**src/rtl/array_divider_seq.sv**
```systemverilog
// Sequential restoring divider: 2N-bit dividend by N-bit divisor, one quotient bit per clock.
// Optional macro ARRAY_DIVIDER_DIVZERO_EN: zero divisor short-circuits to DONE and raises div_by_zero.
//
// state  | meaning
// S_IDLE | waiting for start; operands captured on accept
// S_RUN  | one restoring iteration per clock, 2N clocks total
// S_DONE | results valid, done pulse, returns to idle next clock
module array_divider_seq #(
  parameter int N = 4
) (
  input  logic           clk,
  input  logic           rst_n,
  input  logic           start,
  input  logic [2*N-1:0] dividend,
  input  logic [N-1:0]   divisor,
  output logic           busy,
  output logic           done,
  output logic [2*N-1:0] quotient,
  output logic [N-1:0]   remainder,
  output logic           div_by_zero
);

  localparam int CW = (N > 1) ? $clog2(2 * N) : 1;

  typedef enum logic [1:0] {S_IDLE, S_RUN, S_DONE} state_t;

  state_t         r_state;
  state_t         w_state_nxt;
  logic [2*N-1:0] r_dvd;
  logic [N-1:0]   r_dsr;
  logic [N-1:0]   r_rem;
  logic [2*N-1:0] r_quot;
  logic [CW-1:0]  r_cnt;
  logic [2*N-1:0] r_quot_out;
  logic [N-1:0]   r_rem_out;

  logic           w_accept;
  logic           w_fast;
  logic           w_last;
  logic [N:0]     w_shift;
  logic [N-1:0]   w_diff;
  logic           w_qbit;
  logic [N-1:0]   w_rem_nxt;
  logic [2*N-1:0] w_quot_nxt;

  assign w_accept = (r_state == S_IDLE) && start;
  assign w_last   = (r_state == S_RUN) && (r_cnt == '0);

`ifdef ARRAY_DIVIDER_DIVZERO_EN
  logic r_dz;
  assign w_fast      = w_accept && (divisor == '0);
  assign div_by_zero = r_dz;
`else
  assign w_fast      = 1'b0;
  assign div_by_zero = 1'b0;
`endif

  // The restored remainder is always below the divisor, so N bits suffice between
  // iterations; a compare on the N+1 bit shifted value replaces the sign test.
  assign w_shift    = {r_rem, r_dvd[2*N-1]};
  assign w_qbit     = (w_shift >= {1'b0, r_dsr});
  assign w_diff     = w_shift[N-1:0] - r_dsr;
  assign w_rem_nxt  = w_qbit ? w_diff : w_shift[N-1:0];
  assign w_quot_nxt = {r_quot[2*N-2:0], w_qbit};

  always_ff @(posedge clk or negedge rst_n) begin
    if (!rst_n) r_state <= S_IDLE;
    else        r_state <= w_state_nxt;
  end

  always_comb begin
    w_state_nxt = r_state;
    case (r_state)
      S_IDLE:  if (start) w_state_nxt = w_fast ? S_DONE : S_RUN;
      S_RUN:   if (r_cnt == '0) w_state_nxt = S_DONE;
      S_DONE:  w_state_nxt = S_IDLE;
      default: w_state_nxt = S_IDLE;
    endcase
  end

  always_ff @(posedge clk or negedge rst_n) begin
    if (!rst_n) begin
      r_dvd  <= '0;
      r_dsr  <= '0;
      r_rem  <= '0;
      r_quot <= '0;
      r_cnt  <= '0;
    end else if (w_accept) begin
      r_dvd  <= dividend;
      r_dsr  <= divisor;
      r_rem  <= '0;
      r_quot <= '0;
      r_cnt  <= CW'(2 * N - 1);
    end else if (r_state == S_RUN) begin
      r_dvd  <= {r_dvd[2*N-2:0], 1'b0};
      r_rem  <= w_rem_nxt;
      r_quot <= w_quot_nxt;
      r_cnt  <= r_cnt - CW'(1);
    end
  end

  always_ff @(posedge clk or negedge rst_n) begin
    if (!rst_n) begin
      r_quot_out <= '0;
      r_rem_out  <= '0;
`ifdef ARRAY_DIVIDER_DIVZERO_EN
      r_dz       <= 1'b0;
`endif
    end else if (w_last) begin
      r_quot_out <= w_quot_nxt;
      r_rem_out  <= w_rem_nxt;
`ifdef ARRAY_DIVIDER_DIVZERO_EN
      r_dz       <= 1'b0;
`endif
    end else if (w_fast) begin
      r_quot_out <= '1;
      r_rem_out  <= dividend[N-1:0];
`ifdef ARRAY_DIVIDER_DIVZERO_EN
      r_dz       <= 1'b1;
`endif
    end
  end

  assign busy      = (r_state == S_RUN);
  assign done      = (r_state == S_DONE);
  assign quotient  = r_quot_out;
  assign remainder = r_rem_out;

endmodule

```
**config.mk**
```make
export PLATFORM = sky130hd
export DESIGN_NAME = array_divider_seq
export DESIGN_NICKNAME = d
export VERILOG_FILES = /design/src/rtl/array_divider_seq.sv
export SDC_FILE = /design/constraint.sdc
export NUM_CORES = 1
export LEC_CHECK = 0
export BUFFER_PORTS_ARGS = -buffer_cell sky130_fd_sc_hd__buf_2
export CAP_MARGIN = 25
export CORE_ASPECT_RATIO = 2
export CORE_MARGIN = 2
export CORE_UTILIZATION = 55
export DETAILED_ROUTE_END_ITERATION = 8
export GPL_TIMING_DRIVEN = 0
export HOLD_SLACK_MARGIN = 0.03
export PLACE_DENSITY_LB_ADDON = 0.12
export SYNTH_ARGS = -nofsm -noshare
export SYNTH_HDL_FRONTEND = slang
export SYNTH_SLANG_ARGS = --single-unit
```
**constraint.sdc**
```tcl
create_clock -name clk -period 2.02 [get_ports clk]
set_clock_uncertainty 0.15 [all_clocks]
set_input_delay 0.101 -clock clk [delete_from_list [all_inputs] [get_ports clk]]
set_output_delay 0.101 -clock clk [all_outputs]
set_load 0.05 [all_outputs]
```
Word level (Yosys, flattened, before mapping)
Index checks and enable logic that the tools add are counted.
{"block": "classes", "add_sub_neg": 2, "eq_ne": 4, "n_lt_le_gt_ge": 1, "muxes": 12, "reduce_logical": 6}
{"op": "8-bit 2-to-1 mux", "count": 2}
{"op": "7-bit 2-to-1 mux", "count": 2}
{"op": "4-bit 2-to-1 mux", "count": 3}
{"op": "3-bit 2-to-1 mux", "count": 2}
{"op": "5-bit by 4-bit >= comparator with 1-bit output", "count": 1}
{"op": "2-bit 2-to-1 mux", "count": 2}
{"op": "2-bit case mux with 2 select lines", "count": 1}
{"op": "4-bit subtractor", "count": 1}
{"op": "3-bit zero test", "count": 1}
{"op": "3-bit by 1-bit subtractor with 3-bit output, second input constant", "count": 1}
{"op": "2-bit by 1-bit equality test with 1-bit output, second input constant", "count": 1}
{"op": "2-bit equality test, second input constant", "count": 1}
{"op": "1-bit logical AND", "count": 2}
{"op": "2-bit zero test", "count": 1}
{"op": "2-bit by 1-bit inequality test with 1-bit output, second input constant", "count": 1}
{"op": "2-bit inequality test, second input constant", "count": 1}
{"op": "2-bit AND reduction", "count": 1}
{"op": "2-bit nonzero test", "count": 1}
{"block": "word_totals", "ff_bits": 40, "in_bits": 15, "output_inout_bits": 15}

Longest topological paths before layout
{"block": "depth", "depth_word": 4, "depth_mapped": 7}

Worst setup path after synthesis
OpenSTA, ideal clock, no wires.
{"block": "synth_timing", "path_kind": "register to register", "from": "register r_rem[1]", "to": "register r_rem_out[0], in the netlist remainder[0]", "path_buffers": 0, "path_stages_with_launch": 7, "setup_slack_ps": 171, "setup_time_ps": 74, "synth_period_minus_slack_ps": 1849, "arrival_time_ps": 1625, "t_required_ps": 1796, "path_cell_list": "dfrtp_1 ha_1 a21oi_1 o21ai_2 a21boi_4 mux2_4 o21ai_2"}
{"block": "synth_via", "elab_chain_cells": 2}
{"element": "start, declared", "line_no": "31", "text": "logic [N-1:0] r_rem;"}
{"element": "start signal, assigned", "line_no": "96", "text": "r_rem <= w_rem_nxt;"}
{"element": "5-bit by 4-bit >= comparator with 1-bit output", "line_no": "61", "text": "assign w_qbit = (w_shift >= {1'b0, r_dsr});"}
{"element": "4-bit 2-to-1 mux", "line_no": "63", "text": "assign w_rem_nxt = w_qbit ? w_diff : w_shift[N-1:0];"}
{"element": "end signal, assigned", "line_no": "111", "text": "r_rem_out <= w_rem_nxt;"}
{"element": "end signal, assigned", "line_no": "117", "text": "r_rem_out <= dividend[N-1:0];"}
{"element": "end, declared", "line_no": "35", "text": "logic [N-1:0] r_rem_out;"}
No other way between the ends.
A chain may end at the register's enable or synchronous reset.

Worst setup path in the final report
{"block": "layout_timing", "from": "register r_dsr[2]", "to": "register r_rem_out[0], in the netlist remainder[0]"}
{"block": "layout_via", "elab_chain_cells": 2}
{"element": "start, declared", "line_no": "30", "text": "logic [N-1:0] r_dsr;"}
{"element": "start signal, assigned", "line_no": "90", "text": "r_dsr <= divisor;"}
{"element": "5-bit by 4-bit >= comparator with 1-bit output", "line_no": "61"}
{"element": "4-bit 2-to-1 mux", "line_no": "63"}
No other way between the ends.

==> impl_results.md <==
- Status: completed
- Critical path's slowest cell: dfrtp_1
- Placed Area: 2080 µm²
- Part of the power in registers: 0.332
- Initial drt markers: 23
- Min Tclk post-route: 1.94 ns
- Worst Setup Start Kind: flop
- Final core occ: 0.699
- Flops & latches, synth: 40
- Overall die height: 87.1 µm
- Most frequent cells in the layout: 39 x dfrtp_1, 38 x nand2_1, 30 x buf_2
- Worst Path Required: around 2.1 ns
- Syn Nets: 205
- Clk sinks: 40
- Period utilisation layout: 0.961
- Worst setup EP type: flop
- Clock power frac: 0.121
- Yosys warning count: 0
- Most frequent CP cell: o21ai_2
- Die W: 45.5 µm
- Crit path largest cell delay: approximately 0.36 ns
- Switching part of the total: 0.450
- Diodes inserted: 0
- Worst EP arrival: 2.01 ns
- Vias in the first global route: 1,516
- Initial core utilization: 0.568
- DRC: 0
- Max_cap viols: 0
- Ports: 30
- Net Sw Power: 0.00188 W
- Pins Over Slew Limit: 0
- Max frequency: 515 MHz
- Fill count: 289
- Area contributors post-synth: dfrtp_1 53%, nand2_1 7.5%, o21ai_0 4.7%
- Critical path class: flop to flop
- CTS tree: built
- Area leader, netlist: dfrtp_1
- Rows: 30
- Drt first pass iters: 4
- Worst min-delay path class: input port to flop
- Cell Pwr Density: 1790 nW/µm²
- Leak: roughly 1.1 nW
- Commonest non-fill, non-tap cell in the layout: dfrtp_1
- Unique masters post-synth: 35
- GRT Total Usage: 0.236
- Clock buffer depth: 2
- Peak supply drop: between 0.001 and 0.0015 V
- Setup_tns: 0 ns
- Critical path peak fanout: 5
- Power Internal: between 0.002 and 0.0025 W
- Final hold violation count: 0
- Via count: approximately 1.5k
- Tightest Pin Transition: 0.860 ns
- Synthesized area: 1900 µm²
- Finished Cell Area: 2330 µm²
- CP cell instances: inv_1 > ha_4 > a21oi_1 > o21ai_2 > a21boi_4 > mux2_4 > o21ai_2
- Clock root cell: clkbuf_8
- Port Buf Inserts: 28
- H-tree depth: 2
- WL/cell: 15.4 µm
- # setup viols final: 0
- Largest net degree at the start of global routing: 41
- Synth Instances: 183
- GRT overflow: 0
- Placer Congestion: 0.757
- Core area: ~3300 µm²
- P&R area growth vs syn: 23.1%
- Final ANT Viol Nets: 0
- Average cell area after synthesis: just over 10 µm²
- Tot Pwr: 0.00418 W
- Initial antenna violation count: 0
- Die area: 3960 µm²
- Share of cells above drive strength 1: 0.272
- First-pass GRT wire length: 6.82 mm
- Nets: between 200 and 300
- HPWL Detailed: between 2 and 3 mm
- Clk_lat worst skew: around 0.29 ns
- Comb pwr share: 0.547
- Clock transition at path regs: 0.08 ns
- Inserted Clock Buffers: 5
- Synth top area share: 0.528
- Routed vias/inst: about 5.7
- Slew margin rel.: 0.427
- Register area share after synthesis: 0.528
- Final WL: slightly above 4 mm
==> power by group through the flow <==
stage,Clock [W],Sequential [W],Combinational (W)
global route,0.000542,0.00143,0.00253
global placement,0,0.00136,0.00200
finish,0.000507,0.00139,0.00229
CTS,0.000518,0.00137,0.00213
floorplan,0,0.00167,0.00131
detailed placement,0,0.00139,0.00210
==> worst paths after layout <==
path,startpoint,end,slack [ns],cells past startpoint
worst max register to register,r_dsr[2],remainder[0],0.08,7
worst max-delay path,r_dsr[2],remainder[0],0.08,7
min in group asynchronous,rst_n,r_dvd[4],0.31,2
worst min-delay path,start,r_dvd[4],0.11,4
worst min register to register,quotient[4],quotient[4],0.32,2
max in group asynchronous,rst_n,r_rem[0],0.81,2
==> critical path, delay by kind of cell (launching register included) <==
kind / cells / cell delay (ns)
adders and majority gates: 1 / 0.24
DFF: 1 / 0.36
muxes: 1 / 0.35
buffers and inverters: 1 / 0.12
AOI/OAI and AO/OA: 4 / 0.66
==> per-layer routing <==
layer | routed length (µm) | track usage | up-vias
li1 | - | - | 715
met4 | 106 | 0.118 | 0
met3 | 153 | 0.0456 | 8
met1 | 1530 | 0.278 | 737
met5 | 0 | 0 | -
met2 | 2270 | 0.391 | 34
==> cell type report <==
class | instances | area (µm²) | area share
multi-input combinational | 126 | 841 | 0.360
tap | 32 | 40.0 | 0.0171
timing repair buffer | 42 | 278 | 0.119
inverter | 9 | 36.3 | 0.0155
sequential | 40 | 1000 | 0.429
clock buffer | 5 | 68.8 | 0.0295
buffer | 8 | 56.3 | 0.0241
clock inverter | 2 | 12.5 | 0.00536
==> cells by family (layout without fill, tap and decap cells) <==
group	count (synthesis)	count (layout)	synth area share
AND/OR/NAND/NOR	59	59	0.149
AO/OA/AOI/OAI	52	52	0.183
flip-flops	40	40	0.528
buffers and inverters	17	66	0.0488
adder cells (fa/ha/maj)	7	7	0.0501
multiplexers	5	5	0.0297
XOR/XNOR	2	2	0.00924
other	1	1	0.00198
==> cells in the mapped netlist (all sizes together) <==
library cell and number:
dfrtp 40, nand2 40, o21ai 21, nor2b 12, a21oi 10, inv 9
a22o 8, a22oi 7, buf 7, ha 6, mux2i 3, nand2b 3
a2bb2oi 2, mux2 2, o211ai 2, a21boi 1, and3 1, clkbuf 1
conb 1, fa 1, nand3 1, nor2 1, o21bai 1, or3 1
xnor2 1, xor2 1
==> metrics by stage <==
stage / hold WS (ns) / std cells / worst slack (ns)
after floorplan: -0.345 / 183 / 0.171
after CTS: 0.115 / 263 / 0.00982
after detailed placement: 0.117 / 243 / 0.00730
final: 0.111 / 264 / 0.0797
after global routing: 0.139 / 264 / -0.0391
after global placement: 0.0874 / 243 / 0.0632
==> sequential cells by signal, indices dropped and copies added, names as in the netlist <==
register / cells
quotient: 8
r_dvd: 8
r_quot: 7
r_dsr: 4
r_rem: 4
remainder: 4
r_cnt: 3
r_state: 2
==> repair_timing <==
item / CTS / global route
pin swaps: 1 / 1
endpoints found under the setup margin: 3 / 7
resized for setup: 0 / 10
endpoints found under the hold margin: 52 / 0
setup buffers: 0 / 1
hold buffers: 13 / 0
Power figures use the tool's default switching activity.
